<file path="config.mk">
export PLATFORM = sky130hd
export DESIGN_NAME = adder_functional_unit_flat
export DESIGN_NICKNAME = d
export VERILOG_FILES = /design/src/rtl/adder_functional_unit_if.sv /design/src/rtl/adder_functional_unit.sv /design/src/flat_wrapper.sv
export SDC_FILE = /design/constraint.sdc
export NUM_CORES = 1
export LEC_CHECK = 0
export CAP_MARGIN = 20
export CELL_PAD_IN_SITES_DETAIL_PLACEMENT = 1
export CELL_PAD_IN_SITES_GLOBAL_PLACEMENT = 2
export CORE_UTILIZATION = 30
export DETAILED_ROUTE_END_ITERATION = 10
export PLACE_DENSITY_LB_ADDON = 0.3
export SYNTH_ARGS = -nofsm -noshare
export SYNTH_HDL_FRONTEND = slang
export SYNTH_SLANG_ARGS = --single-unit
</file>
<file path="constraint.sdc">
create_clock -name Clock -period 6 [get_ports Clock]
set_input_delay 0.6 -clock Clock [delete_from_list [all_inputs] [get_ports Clock]]
set_output_delay 0.6 -clock Clock [all_outputs]
set_load 0.01 [all_outputs]
</file>
<file path="src/rtl/adder_functional_unit_if.sv">
// Issue/result bundle between the adder reservation station and its functional unit.
// The register file values R1..R7 travel with the issue side.
interface adder_functional_unit_if;
  logic [15:0] instOut;
  logic        instOutEnable;
  logic [15:0] R1;
  logic [15:0] R2;
  logic [15:0] R3;
  logic [15:0] R4;
  logic [15:0] R5;
  logic [15:0] R6;
  logic [15:0] R7;
  logic        busy;
  logic        done;
  logic [15:0] dout;
  logic [2:0]  doutAddress;

  modport master (
    output instOut, instOutEnable, R1, R2, R3, R4, R5, R6, R7,
    input  busy, done, dout, doutAddress
  );

  modport slave (
    input  instOut, instOutEnable, R1, R2, R3, R4, R5, R6, R7,
    output busy, done, dout, doutAddress
  );
endinterface

</file>
<file path="src/rtl/adder_functional_unit.sv">
// Multi-cycle ADD/SUB functional unit: snapshots both operands at issue, reports the
// result LATENCY cycles later with a one-cycle done pulse and the destination index.
module adder_functional_unit #(
  parameter int unsigned LATENCY = 2
) (
  input logic                   Clock,
  input logic                   Resetn,
  adder_functional_unit_if.slave bus_io
);

  localparam logic [3:0] LatencyCnt = 4'(LATENCY);
  localparam logic [2:0] OpSub      = 3'b001;

  logic [15:0] regs [8];
  logic [15:0] x_sel, y_sel;
  logic [15:0] result;

  logic        busy_q, busy_d;
  logic        done_q, done_d;
  logic [15:0] dout_q, dout_d;
  logic [2:0]  addr_q, addr_d;
  logic [3:0]  cnt_q, cnt_d;
  logic [2:0]  op_q, op_d;
  logic [2:0]  dst_q, dst_d;
  logic [15:0] x_q, x_d;
  logic [15:0] y_q, y_d;

  logic unused_inst;
  assign unused_inst = ^bus_io.instOut[3:0];

  // Select 0 reads as a hard zero, not a register.
  always_comb begin
    regs[0] = 16'h0000;
    regs[1] = bus_io.R1;
    regs[2] = bus_io.R2;
    regs[3] = bus_io.R3;
    regs[4] = bus_io.R4;
    regs[5] = bus_io.R5;
    regs[6] = bus_io.R6;
    regs[7] = bus_io.R7;
    x_sel   = regs[bus_io.instOut[9:7]];
    y_sel   = regs[bus_io.instOut[6:4]];
  end

  // Unknown opcodes fall through to ADD.
  always_comb begin
    if (op_q == OpSub) begin
      result = x_q - y_q;
    end else begin
      result = x_q + y_q;
    end
  end

  always_comb begin
    busy_d = busy_q;
    done_d = 1'b0;
    dout_d = dout_q;
    addr_d = addr_q;
    cnt_d  = cnt_q;
    op_d   = op_q;
    dst_d  = dst_q;
    x_d    = x_q;
    y_d    = y_q;
    if (busy_q) begin
      if (cnt_q == 4'd1) begin
        busy_d = 1'b0;
        done_d = 1'b1;
        dout_d = result;
        addr_d = dst_q;
        cnt_d  = 4'd0;
      end else begin
        cnt_d = cnt_q - 4'd1;
      end
    end else if (bus_io.instOutEnable) begin
      busy_d = 1'b1;
      cnt_d  = LatencyCnt;
      op_d   = bus_io.instOut[15:13];
      dst_d  = bus_io.instOut[12:10];
      x_d    = x_sel;
      y_d    = y_sel;
    end
  end

  always_ff @(posedge Clock) begin
    if (!Resetn) begin
      busy_q <= 1'b0;
      done_q <= 1'b0;
      dout_q <= 16'h0000;
      addr_q <= 3'd0;
      cnt_q  <= 4'd0;
      op_q   <= 3'd0;
      dst_q  <= 3'd0;
      x_q    <= 16'h0000;
      y_q    <= 16'h0000;
    end else begin
      busy_q <= busy_d;
      done_q <= done_d;
      dout_q <= dout_d;
      addr_q <= addr_d;
      cnt_q  <= cnt_d;
      op_q   <= op_d;
      dst_q  <= dst_d;
      x_q    <= x_d;
      y_q    <= y_d;
    end
  end

  assign bus_io.busy        = busy_q;
  assign bus_io.done        = done_q;
  assign bus_io.dout        = dout_q;
  assign bus_io.doutAddress = addr_q;

endmodule

</file>
<file path="src/flat_wrapper.sv">
// flat-port wrapper written by rule: the top's interface ports become plain ports
module adder_functional_unit_flat 
#(
  parameter int unsigned LATENCY = 2
)
  (Clock, Resetn, bus_io_instOut, bus_io_instOutEnable, bus_io_R1, bus_io_R2, bus_io_R3, bus_io_R4, bus_io_R5, bus_io_R6, bus_io_R7, bus_io_busy, bus_io_done, bus_io_dout, bus_io_doutAddress);
  adder_functional_unit_if bus_io_i ();
  input logic Clock;
  input logic Resetn;
  input wire logic [$bits(bus_io_i.instOut)-1:0] bus_io_instOut;
  input wire logic [$bits(bus_io_i.instOutEnable)-1:0] bus_io_instOutEnable;
  input wire logic [$bits(bus_io_i.R1)-1:0] bus_io_R1;
  input wire logic [$bits(bus_io_i.R2)-1:0] bus_io_R2;
  input wire logic [$bits(bus_io_i.R3)-1:0] bus_io_R3;
  input wire logic [$bits(bus_io_i.R4)-1:0] bus_io_R4;
  input wire logic [$bits(bus_io_i.R5)-1:0] bus_io_R5;
  input wire logic [$bits(bus_io_i.R6)-1:0] bus_io_R6;
  input wire logic [$bits(bus_io_i.R7)-1:0] bus_io_R7;
  output wire logic [$bits(bus_io_i.busy)-1:0] bus_io_busy;
  output wire logic [$bits(bus_io_i.done)-1:0] bus_io_done;
  output wire logic [$bits(bus_io_i.dout)-1:0] bus_io_dout;
  output wire logic [$bits(bus_io_i.doutAddress)-1:0] bus_io_doutAddress;
  assign bus_io_i.instOut = bus_io_instOut;
  assign bus_io_i.instOutEnable = bus_io_instOutEnable;
  assign bus_io_i.R1 = bus_io_R1;
  assign bus_io_i.R2 = bus_io_R2;
  assign bus_io_i.R3 = bus_io_R3;
  assign bus_io_i.R4 = bus_io_R4;
  assign bus_io_i.R5 = bus_io_R5;
  assign bus_io_i.R6 = bus_io_R6;
  assign bus_io_i.R7 = bus_io_R7;
  assign bus_io_busy = bus_io_i.busy;
  assign bus_io_done = bus_io_i.done;
  assign bus_io_dout = bus_io_i.dout;
  assign bus_io_doutAddress = bus_io_i.doutAddress;
  adder_functional_unit #(.LATENCY(LATENCY)) u_core (.Clock(Clock), .Resetn(Resetn), .bus_io(bus_io_i));
endmodule
</file>
Yosys cells after proc, flatten, opt, wreduce, memory -nomap -nowiden
Cells that the tools add are included.
Cells by class
  $lt $le $gt $ge: 2
  reduce and logical (&&, ||, !) cells: 4
  div/mod/pow operators: 0
  mux-type cells: 14
  multipliers: 0
  bitwise logic cells: 3
  equality and inequality tests: 2
  add/sub/neg operators: 3
  shifts and indexed selects: 0
Operator list (count)
  $bmux W16 S3: 2
  $mux W16: 5
  $add A16 B16 Y16: 1
  $sub A16 B16 Y16: 1
  $mux W4: 3
  $ge A4 B4 Y1 const B: 2
  $not A3 Y4: 2
  $reduce_and A2 Y1: 3
  $eq A4 B1 Y1 const B: 1
  $mux W1: 4
  $sub A4 B1 Y4 const B: 1
  $eq A3 B1 Y1 const B: 1
  $reduce_bool A2 Y1: 1
  $not A1 Y1: 1
Storage, ports and cells
  bits in latches: 0
  ROM bits: 0
  memories: 0
  register bits after elaboration: 63
  word-level logic and storage cells: 37
  memory bits (writable): 0

Depth between registers and ports, before layout
Gate-level depths: netlist of the first run.
  depth in word-level cells: 4
  mapped depth: 12

Least setup slack after synthesis of the first run
No wires, ideal clock.
  path type: register to register
  start point: register u_core.y_q[2]
  end point: register u_core.dout_q[15] (netlist: u_core.bus_io.dout[15])
  data required time: 5.867 ns
  arrival time: 2.620 ns
  setup time: 0.133 ns
  path buffers: 0
  clock period less this slack: 2.753 ns
  setup slack: 3.247 ns
  stages on the path, launching flop included: 11
  cell sequence: dfxtp_1 -> nor4_2 -> nand4b_1 -> o31ai_1 -> xor2_1 -> ha_1 -> a211o_1 -> o221a_2 -> a221oi_2 -> and2_1 -> o311ai_1
Between the ends
  word-level cells in the longest chain between the ends: 2
  elaborated cells between the ends (all ways): 3
Ends and longest elaborated chain
  start, declared: line adder_functional_unit.sv:26  | logic [15:0] y_q, y_d;
  start signal, assigned: line adder_functional_unit.sv:104  | y_q <= y_d;
  $add A16 B16 Y16 or $sub A16 B16 Y16 (tied branches): line adder_functional_unit.sv:50, adder_functional_unit.sv:48
  $mux W16 (*): line adder_functional_unit.sv:47  | if (op_q == OpSub) begin
  end signal, assigned: line adder_functional_unit.sv:98  | dout_q <= dout_d;
  end, declared: line adder_functional_unit.sv:20  | logic [15:0] dout_q, dout_d;
Mark *: on every way between the ends. The rest lies on a longest branch, timed or not.
A chain may end at the register's enable or synchronous reset.

Final worst setup path of the first run
Ends and elaborated chain as after synthesis.

==> flow_metrics.py, run 1 <==
metrics = {
    "yosys": {
        "synth_area_leaders": "dfxtp_1 25%, mux4_2 14%, nand2_1 9.8%",
        "synth_mux_area_share_pct": 21.9,
        "yosysTopAreaCellShare_pct": 24.6,
        "synth-edff-count": 0,
        "synth_cells": 621,
        "yosys.area.top_type": "dfxtp_1",
        "synth_nets": 771,
        "yosys_warnings": 0,
        "synthSimpleGateAreaFrac_pct": 18.7,
        "syn_avg_cell_area_um2": 8.24,
        "synth.most_common_cell": "nand2_1",
        "syn-cell-area_mm2": 0.00512,
        "ys_seq_elements": 63,
        "synth_compound_area_share_pct": 22.5,
        "async_flop_share_pct": 0,
        "yosys-top-cells-count": "134 x nand2_1, 65 x a21oi_1, 63 x dfxtp_1",
        "yosysUniqueCellTypes": 62,
        "synth_xor_area_share_pct": 2.74,
        "yosys.area_share.adder_pct": 4.79,
        "ys_seq_area_share_pct": 24.6,
        "synth_flop_cell": "dfxtp_1",
        "synth_top_family_by_area": "compound AO/OA/AOI/OAI gates",
    },
    "setup_path": {
        "crit_path_cell_trace": "nor4_2, nand4b_1, o31ai_1, xor2_1, ha_1, a211o_1, o221a_2, a221oi_2, and2_1, o311ai_1",
        "cp.required_ns": 6.20,
        "start_kind": "flop",
        "end_kind": "flop",
        "worstPathArrival_ns": 3.36,
        "cp_slowest_stage_delay_ns": 0.51,
        "crit_fanout": 7,
        "cp_slowest_cell": "nor4_2",
        "path_class": "reg2reg",
        "crit_family": "compound AO/OA/AOI/OAI gates",
        "critPathBufInv": 0,
    },
    "sta": {
        "hold_ws_ns": 0.451,
        "finalSetupViolations": 0,
        "rsz0062_at_grt": "no",
        "skew_ns": 0.00563,
        "worst_pin_slew_ns": 1.03,
        "min_period_over_period_pct": 52.7,
        "setup_tns_ns": 0,
        "post-route-min-period_ns": 3.16,
        "slew_violations": 0,
        "clock.fmax_ghz": 0.316,
        "slew_headroom_pct": 31.2,
        "finalHoldViolCount": 0,
    },
    "power": {
        "power.total_mw": 1.52,
        "leakagePower_nw": 2.52,
        "vdd_drop_max_mv": 0.137,
        "cellPowerDensity_mw_per_mm2": 218,
    },
    "floorplanning": {
        "chipHeight_um": 133,
        "boundaryPins": 152,
        "initial_core_util_pct": 30.8,
        "dieArea_mm2": 0.0176,
        "chipWidth_um": 133,
        "coreArea_mm2": 0.0166,
        "rows": 47,
    },
    "layout": {
        "area_delta_synth_final_pct": 36.7,
        "drive_above_1_share_pct": 13.8,
        "ff_latch_area_mm2": 0.00126,
        "fin_area_mm2": 0.00700,
        "diodes": 0,
        "nets": 889,
        "nFillCells": 1931,
        "multi_input_area_mm2": 0.00362,
    },
    "clock_tree": {
        "clkTransAtPathRegs_ns": 0.05,
        "post_cts_resized": 0,
        "cts_sinks": 63,
        "cts_tree": "done",
        "clkLatencyLatePin_ns": 0.33,
        "hold_buffers": 0,
        "numCtsBuffers": 9,
        "postCtsSetupBuffers": 0,
        "root_buffer": "clkbuf_16",
        "cts.path.max_buffers": 2,
        "cts-htree-levels": 3,
    },
    "placed_design": {
        "dpl_cell_area_mm2": 0.00670,
        "dp_hpwl_um": 13000,
        "port_buffers": 147,
        "gp_congestion": 0.819,
    },
    "global_routing": {
        "grt_max_degree": 65,
        "grt_pass1_wl_um": 27500,
        "grt_overflow": 0,
        "antenna_found_initial": 0,
        "grt_usage_pct": 19.2,
        "grt_pass1_vias": 5471,
    },
    "route": {
        "vias": 5096,
        "drt-total-wl_um": 16700,
        "drt_pre_antenna_iters": 4,
        "first_iter_violations": 191,
        "wl_per_cell_um": 17.3,
        "detail-route-antenna-nets": 0,
        "drc_errors": 0,
        "vias_per_cell": 5.29,
    },
    "outcome": {
        "status": "finished, final reports clean",
    },
    "flow_run": {
        "cap_viol_max_count": 0,
    },
    "hold_path": {
        "min-delay-path-class": "reg2reg",
    },
}
through the flow:
stage / util [%] / worst slack (ns) / cells
detailed placement: 40.3 / 2.85 / 948
floorplan: - / 3.25 / 621
CTS: 42.0 / 2.80 / 964
global placement: 40.2 / 2.66 / 947
global route: 42.0 / 2.56 / 964
finish: 42.0 / 2.84 / 964
layer usage:
metal	up-vias	GRT usage (%)	wire (um)
met5	-	0	0
met3	12	5.17	1110
met4	0	4.60	172
li1	2536	-	-
met2	151	32.2	7610
met1	2397	24.4	7770
sequential cells by signal, summed over array words and instances, names as in the netlist:
signal                     count
u_core.bus_io.dout            16
u_core.x_q                    16
u_core.y_q                    16
u_core.cnt_q                   4
u_core.bus_io.doutAddress      3
u_core.dst_q                   3
u_core.op_q                    3
u_core.bus_io.busy             1
u_core.bus_io.done             1
layout by cell type (no fill, tap or decap), types with 5 or more instances in the layout:
cell type,instances
nand3_1,14
dfxtp_1,63
mux4_2,32
mux2_2,32
a21oi_1,65
o211ai_1,5
nor3_1,14
or3_1,5
nor2_1,19
o21ai_0,40
xnor2_1,11
inv_1,9
clkdlybuf4s50_1,145
ha_1,18
a22oi_1,31
xor2_1,5
nand2_1,134
clkbuf_16,9
buf_4,7
report_power, final:
group | switching (mW) | internal, mW
Sequential | 0.0215 | 0.441
Combinational | 0.282 | 0.270
Clock | 0.178 | 0.332
Total | 0.481 | 1.04
cell families (layout without fill, tap and decap cells):
family                   Yosys count  after routing
AO/OA/AOI/OAI                    183            183
flip-flops                        63             63
AND/OR/NAND/NOR                  215            215
adder cells (fa/ha/maj)           19             19
buffers and inverters             57            180
XOR/XNOR                          16             16
multiplexers                      68             68
area by class of cell:
class	count	share of cell area [%]
Multi-Input combinational cell	501	51.7
Clock buffer	13	3.58
Sequential cell	63	18.0
Tap cell	220	3.93
Clock inverter	3	0.608
Timing Repair Buffer	154	21.6
Inverter	10	0.536
final timing paths:
| kind | cells after the start | start | to | slack, ns |
|---|---|---|---|---|
| max | 10 | u_core.y_q[2]$_SDFFE_PN0P_ | u_core.bus_io.dout[15]$_SDFFE_PN0P_ | 2.84 |
| min | 2 | u_core.bus_io.dout[6]$_SDFFE_PN0P_ | u_core.bus_io.dout[6]$_SDFFE_PN0P_ | 0.45 |
| max reg2reg | 10 | u_core.y_q[2]$_SDFFE_PN0P_ | u_core.bus_io.dout[15]$_SDFFE_PN0P_ | 2.84 |
| min reg2reg | 2 | u_core.bus_io.dout[6]$_SDFFE_PN0P_ | u_core.bus_io.dout[6]$_SDFFE_PN0P_ | 0.45 |
worst reg2reg max path: stages (launching register included):
cell and delay, ns:
dfxtp_1 0.37, nor4_2 0.51, nand4b_1 0.22, o31ai_1 0.29, xor2_1 0.11, ha_1 0.41
a211o_1 0.29, o221a_2 0.25, a221oi_2 0.32, and2_1 0.18, o311ai_1 0.10
No activity file was read; power rests on OpenSTA's default activity.
==> run 2, diff against run 1 <==
--- a/config.mk
+++ b/config.mk
@@ -8,7 +8,7 @@
 export CAP_MARGIN = 20
 export CELL_PAD_IN_SITES_DETAIL_PLACEMENT = 1
 export CELL_PAD_IN_SITES_GLOBAL_PLACEMENT = 2
-export CORE_UTILIZATION = 30
+export CORE_UTILIZATION = 27
 export DETAILED_ROUTE_END_ITERATION = 10
 export PLACE_DENSITY_LB_ADDON = 0.3
 export SYNTH_ARGS = -nofsm -noshare
==> constraint.sdc (replaced) <==
create_clock -name Clock -period 3.2 [get_ports Clock]
set_input_delay 0.32 -clock Clock [delete_from_list [all_inputs] [get_ports Clock]]
set_output_delay 0.32 -clock Clock [all_outputs]
set_load 0.01 [all_outputs]
==> run 2 against run 1 <==
Effect of this change:
- the flow now finishes with violations (design-rule violations)
- utilization is 3.2 points lower
- via count is 1.6% higher
- total power is 87% higher
- final area up 1.4%
- largest cell class unchanged
- maximum frequency rose by 8.8%
==> flow_metrics.py, run 2 (synthesis results as in run 1) <==
metrics = {
    "outcome": {
        "status": "complete, but fails checks",
        "violations": "design-rule violations",
    },
    "layout": {
        "nFillCells": 2122,
        "diodes": 0,
        "layout_common_cells": "145 x clkdlybuf4s50_1, 134 x nand2_1, 65 x a21oi_1",
        "final_common_cell": "clkdlybuf4s50_1",
        "area_delta_synth_final_pct": 38.6,
        "drive_above_1_share_pct": 15.2,
        "nets": 901,
    },
    "global_routing": {
        "grt_pass1_wl_um": 28300,
        "antenna_found_initial": 0,
        "grt_max_degree": 60,
        "grt_pass1_vias": 5581,
        "grt_overflow": 0,
        "grt_usage_pct": 18.0,
    },
    "clock_tree": {
        "clkLatencyLatePin_ns": 0.34,
        "hold_buffers": 0,
        "clkTransAtPathRegs_ns": 0.05,
        "cts-htree-levels": 3,
        "root_buffer": "clkbuf_16",
        "cts.path.max_buffers": 2,
        "numCtsBuffers": 9,
        "cts_tree": "done",
        "cts_sinks": 63,
    },
    "floorplanning": {
        "chipHeight_um": 140,
        "chipWidth_um": 140,
        "dieArea_mm2": 0.0195,
        "boundaryPins": 152,
        "initial_core_util_pct": 28.0,
        "rows": 49,
        "coreArea_mm2": 0.0183,
    },
    "route": {
        "drt_pre_antenna_iters": 7,
        "drt-total-wl_um": 17300,
        "vias": 5178,
        "wl_per_cell_um": 17.6,
        "vias_per_cell": 5.26,
        "drc_errors": 1,
        "detail-route-antenna-nets": 0,
        "first_iter_violations": 244,
    },
    "sta": {
        "finalHoldViolCount": 0,
        "slew_headroom_pct": 45.5,
        "min_period_over_period_pct": 90.8,
        "worst_pin_slew_ns": 0.817,
        "setup_tns_ns": 0,
        "slew_violations": 0,
        "clock.fmax_ghz": 0.344,
        "rsz0062_at_grt": "no",
        "finalSetupViolations": 0,
        "post-route-min-period_ns": 2.91,
        "skew_ns": 0.00857,
    },
    "power": {
        "cellPowerDensity_mw_per_mm2": 402,
        "leakagePower_nw": 2.58,
        "vdd_drop_max_mv": 0.227,
        "power.total_mw": 2.86,
    },
    "placed_design": {
        "dp_hpwl_um": 13800,
        "gp_congestion": 0.829,
        "port_buffers": 147,
    },
    "setup_path": {
        "r2r_start": "u_core.y_q[2]$_SDFFE_PN0P_",
        "end_kind": "flop",
        "cp-startpoint": "u_core.y_q[2]$_SDFFE_PN0P_",
        "path_class": "reg2reg",
        "cp.required_ns": 3.41,
        "start_kind": "flop",
        "crit_fanout": 7,
        "worstPathArrival_ns": 3.12,
        "ff2ff_path_depth": 10,
    },
    "hold_path": {
        "min_from": "u_core.bus_io.dout[7]$_SDFFE_PN0P_",
        "min_delay_path_depth": 2,
        "min-delay-path-class": "reg2reg",
    },
    "flow_run": {
        "cap_viol_max_count": 0,
    },
}
run 2: changes by cell type in the layout (fill, tap and decap cells not counted), sizes merged:
| cell | previous run | this run |
|---|---|---|
| clkbuf | 13 | 11 |
| buf | 9 | 21 |
| clkinv | 2 | 3 |
run 2: final timing paths:
kind                                         endpoint  slack (ns)
setup / recovery  u_core.bus_io.dout[15]$_SDFFE_PN0P_        0.29
hold / removal     u_core.bus_io.dout[7]$_SDFFE_PN0P_        0.45
setup reg to reg  u_core.bus_io.dout[15]$_SDFFE_PN0P_        0.29
hold reg to reg    u_core.bus_io.dout[7]$_SDFFE_PN0P_        0.45
run 2: power breakdown:
| group | internal (mW) | switching, mW |
|---|---|---|
| Clock | 0.595 | 0.341 |
| Combinational | 0.520 | 0.530 |
| Sequential | 0.828 | 0.0425 |
| Total | 1.94 | 0.913 |
run 2: cell type report:
class	instances	area, um^2	share of cell area, %
Clock inverter	4	47.5	0.670
Tap cell	229	287	4.04
Multi-Input combinational cell	501	3620	51.1
Inverter	10	37.5	0.529
Sequential cell	63	1260	17.8
Clock buffer	11	233	3.28
Timing Repair Buffer	166	1600	22.6
run 2: layer usage:
metal	global-route usage, %	wire length (um)	vias up
met5	0	0	-
met4	5.96	253	0
met3	5.26	1240	16
met2	29.7	8010	157
met1	22.4	7850	2445
li1	-	-	2560
run 2: repair_timing:
action	in CTS	in global routing
setup buffers	0	0
endpoints found under the setup margin	0	1
gates resized for setup	0	1
run 2: per-stage QoR:
step           std cells  instance area (um^2)  util, %  setup slack (ns)  hold slack (ns)
3_5_place_dp         969                  6810     37.2             0.251            0.449
2_1_floorplan        621                  5120        -             0.447            0.432
3_3_place_gp         969                  6810     37.2             0.288            0.444
4_1_cts              984                  7090     38.8             0.233            0.457
6_report             984                  7090     38.8             0.294            0.454
5_1_grt              984                  7090     38.8            0.0677            0.473
run 2: critical path: stages, from the launching register on:
cell      delay (ns)
dfxtp_1         0.37
nor4_4          0.37
and2_1          0.26
a21oi_1         0.10
xnor2_1         0.15
ha_1            0.41
a211o_1         0.32
o221a_2         0.25
a221oi_2        0.29
and2_1          0.17
o311ai_1        0.10
==> run 3, diff against run 2 <==
--- a/config.mk
+++ b/config.mk
@@ -10,6 +10,7 @@
 export CELL_PAD_IN_SITES_GLOBAL_PLACEMENT = 2
 export CORE_UTILIZATION = 27
 export DETAILED_ROUTE_END_ITERATION = 10
+export GPL_ROUTABILITY_DRIVEN = 0
 export PLACE_DENSITY_LB_ADDON = 0.3
 export SYNTH_ARGS = -nofsm -noshare
 export SYNTH_HDL_FRONTEND = slang
==> run 3 against run 2 <==
Effect of this change:
- utilization barely moved
- critical endpoint unchanged
- register-to-register slack got worse by 0.08 ns
- largest cell class unchanged
- non-clock buffer count fell by 1
- worst hold slack improved by 0.00090 ns
- global-route usage rose by 0.22 points
- largest power group unchanged
- die area did not move
- sequential share of layout area barely moved
- the run still ends with design-rule violations left
- clock skew fell by 0.0012 ns
- flip-flop and latch count did not move
==> flow_metrics.py, run 3 (synthesis results as in run 1) <==
metrics = {
    "route": {
        "first_iter_violations": 258,
        "wl_per_cell_um": 17.8,
        "vias": 5195,
        "vias_per_cell": 5.28,
        "drt_pre_antenna_iters": 7,
        "detail-route-antenna-nets": 0,
        "drt-total-wl_um": 17500,
        "drc_errors": 1,
    },
    "floorplanning": {
        "chipHeight_um": 140,
        "initial_core_util_pct": 28.0,
        "dieArea_mm2": 0.0195,
        "boundaryPins": 152,
        "coreArea_mm2": 0.0183,
        "rows": 49,
        "chipWidth_um": 140,
    },
    "clock_tree": {
        "hold_buffers": 0,
        "clkTransAtPathRegs_ns": 0.05,
        "cts_sinks": 63,
        "root_buffer": "clkbuf_16",
        "cts_tree": "done",
        "cts.path.max_buffers": 2,
        "numCtsBuffers": 9,
        "cts-htree-levels": 3,
        "clkLatencyLatePin_ns": 0.34,
    },
    "global_routing": {
        "grt_pass1_wl_um": 28500,
        "grt_usage_pct": 18.2,
        "antenna_found_initial": 0,
        "grt_pass1_vias": 5492,
        "grt_max_degree": 65,
        "grt_overflow": 0,
    },
    "layout": {
        "layout_common_cells": "145 x clkdlybuf4s50_1, 134 x nand2_1, 65 x a21oi_1",
        "drive_above_1_share_pct": 15.4,
        "area_delta_synth_final_pct": 38.7,
        "diodes": 0,
        "nets": 900,
        "final_common_cell": "clkdlybuf4s50_1",
        "nFillCells": 2172,
    },
    "sta": {
        "hold_ws_ns": 0.455,
        "min_period_over_period_pct": 93.2,
        "finalHoldViolCount": 0,
        "rsz0062_at_grt": "no",
        "worst_pin_slew_ns": 0.757,
        "setup_tns_ns": 0,
        "slew_violations": 0,
        "skew_ns": 0.00733,
        "finalSetupViolations": 0,
        "post-route-min-period_ns": 2.98,
        "slew_headroom_pct": 49.5,
        "clock.fmax_ghz": 0.335,
    },
    "setup_path": {
        "path_class": "reg2reg",
        "worstPathArrival_ns": 3.19,
        "start_kind": "flop",
        "cp.required_ns": 3.41,
        "timing.reg2reg.setup_slack_ns": 0.22,
        "r2r_start": "u_core.y_q[2]$_SDFFE_PN0P_",
        "crit_fanout": 7,
        "end_kind": "flop",
        "ff2ff_path_depth": 11,
        "r2r_end": "u_core.bus_io.dout[15]$_SDFFE_PN0P_",
    },
    "outcome": {
        "status": "complete, but fails checks",
        "violations": "design-rule violations",
    },
    "power": {
        "intPower_mw": 1.98,
        "leakagePower_nw": 2.58,
        "power_frac_comb_pct": 36.0,
        "p_sw_mw": 0.920,
        "clockPowerShare_pct": 34.0,
        "p_sw_share_pct": 31.7,
        "cellPowerDensity_mw_per_mm2": 408,
        "p_seq_share_pct": 30.0,
        "vdd_drop_max_mv": 0.243,
    },
    "placed_design": {
        "dp_hpwl_um": 13800,
        "port_buffers": 147,
    },
    "hold_path": {
        "min_delay_path_depth": 2,
        "hold_end": "u_core.dst_q[2]$_SDFFE_PN0P_",
        "min-delay-path-class": "reg2reg",
        "min_from": "u_core.dst_q[2]$_SDFFE_PN0P_",
    },
    "flow_run": {
        "cap_viol_max_count": 0,
    },
}
[run 3: changes by cell type in the layout (fill, tap and decap cells not counted)]
cell,previous run,this run
o31ai_1,3,2
nor4_4,1,0
clkbuf_1,2,1
nor4_2,0,1
buf_4,19,18
clkbuf_8,0,2
clkinv_2,2,1
o31ai_2,0,1
[run 3: per-layer routing]
layer	GRT usage [%]	up-vias	wire length [um]
met5	0	-	0
met4	5.55	0	170
met3	4.68	14	1160
met2	30.5	155	8190
met1	22.8	2470	7960
li1	-	2556	-
[run 3: timing repair]
action,4_1_cts,5_1_grt
resized for setup,0,1
buffers inserted,0,0
setup endpoints to repair,0,1
[run 3: area by class of cell]
type	instances	area, um^2	area share (%)
Tap cell	229	287	4.03
Multi-Input combinational cell	501	3620	51.0
Timing Repair Buffer	165	1600	22.5
Inverter	10	37.5	0.529
Clock inverter	3	42.5	0.599
Clock buffer	12	256	3.61
Sequential cell	63	1260	17.8
[run 3: power by group through the flow]
stage | sequential (mW) | combinational (mW) | clock [mW]
final | 0.870 | 1.04 | 0.986
after global routing | 0.876 | 1.15 | 1.05
after CTS | 0.871 | 1.05 | 1.01
after detailed placement | 0.887 | 1.04 | 0
after global placement | 0.884 | 1.02 | 0
after floorplan | 0.873 | 0.672 | 0
[run 3: stage by stage]
| stage | util, % | std cells | worst slack (ns) | power [mW] | area, um^2 |
|---|---|---|---|---|---|
| CTS | 38.8 | 983 | 0.175 | 2.93 | 7100 |
| detailed placement | 37.2 | 968 | 0.191 | 1.93 | 6800 |
| global route | 38.9 | 983 | 0.000580 | 3.08 | 7100 |
| global placement | 37.2 | 968 | 0.264 | 1.90 | 6800 |
| floorplan | - | 621 | 0.447 | 1.55 | 5120 |
| finish | 38.9 | 983 | 0.218 | 2.90 | 7100 |
[run 3: how the worst max path moves through the flow]
stage,from,to,slack (ns),depth (start not counted)
floorplan,u_core.y_q[2]$_SDFFE_PN0P_,u_core.bus_io.dout[15]$_SDFFE_PN0P_,0.45,10
global placement,u_core.y_q[2]$_SDFFE_PN0P_,u_core.bus_io.dout[15]$_SDFFE_PN0P_,0.26,11
detailed placement,u_core.y_q[2]$_SDFFE_PN0P_,u_core.bus_io.dout[15]$_SDFFE_PN0P_,0.19,11
CTS,u_core.y_q[2]$_SDFFE_PN0P_,u_core.bus_io.dout[15]$_SDFFE_PN0P_,0.17,11
global route,u_core.y_q[2]$_SDFFE_PN0P_,u_core.bus_io.dout[15]$_SDFFE_PN0P_,0.0006,11
finish,u_core.y_q[2]$_SDFFE_PN0P_,u_core.bus_io.dout[15]$_SDFFE_PN0P_,0.22,11
[run 3: critical path, stage by stage, from the launching register on]
cell and delay [ns]:
dfxtp_1 0.36, nor4_2 0.29, buf_4 0.17, nand4b_1 0.17
o31ai_2 0.26, xor2_1 0.10, ha_1 0.41, a211o_1 0.29
o221a_2 0.25, a221oi_2 0.29, and2_1 0.17, o311ai_1 0.10
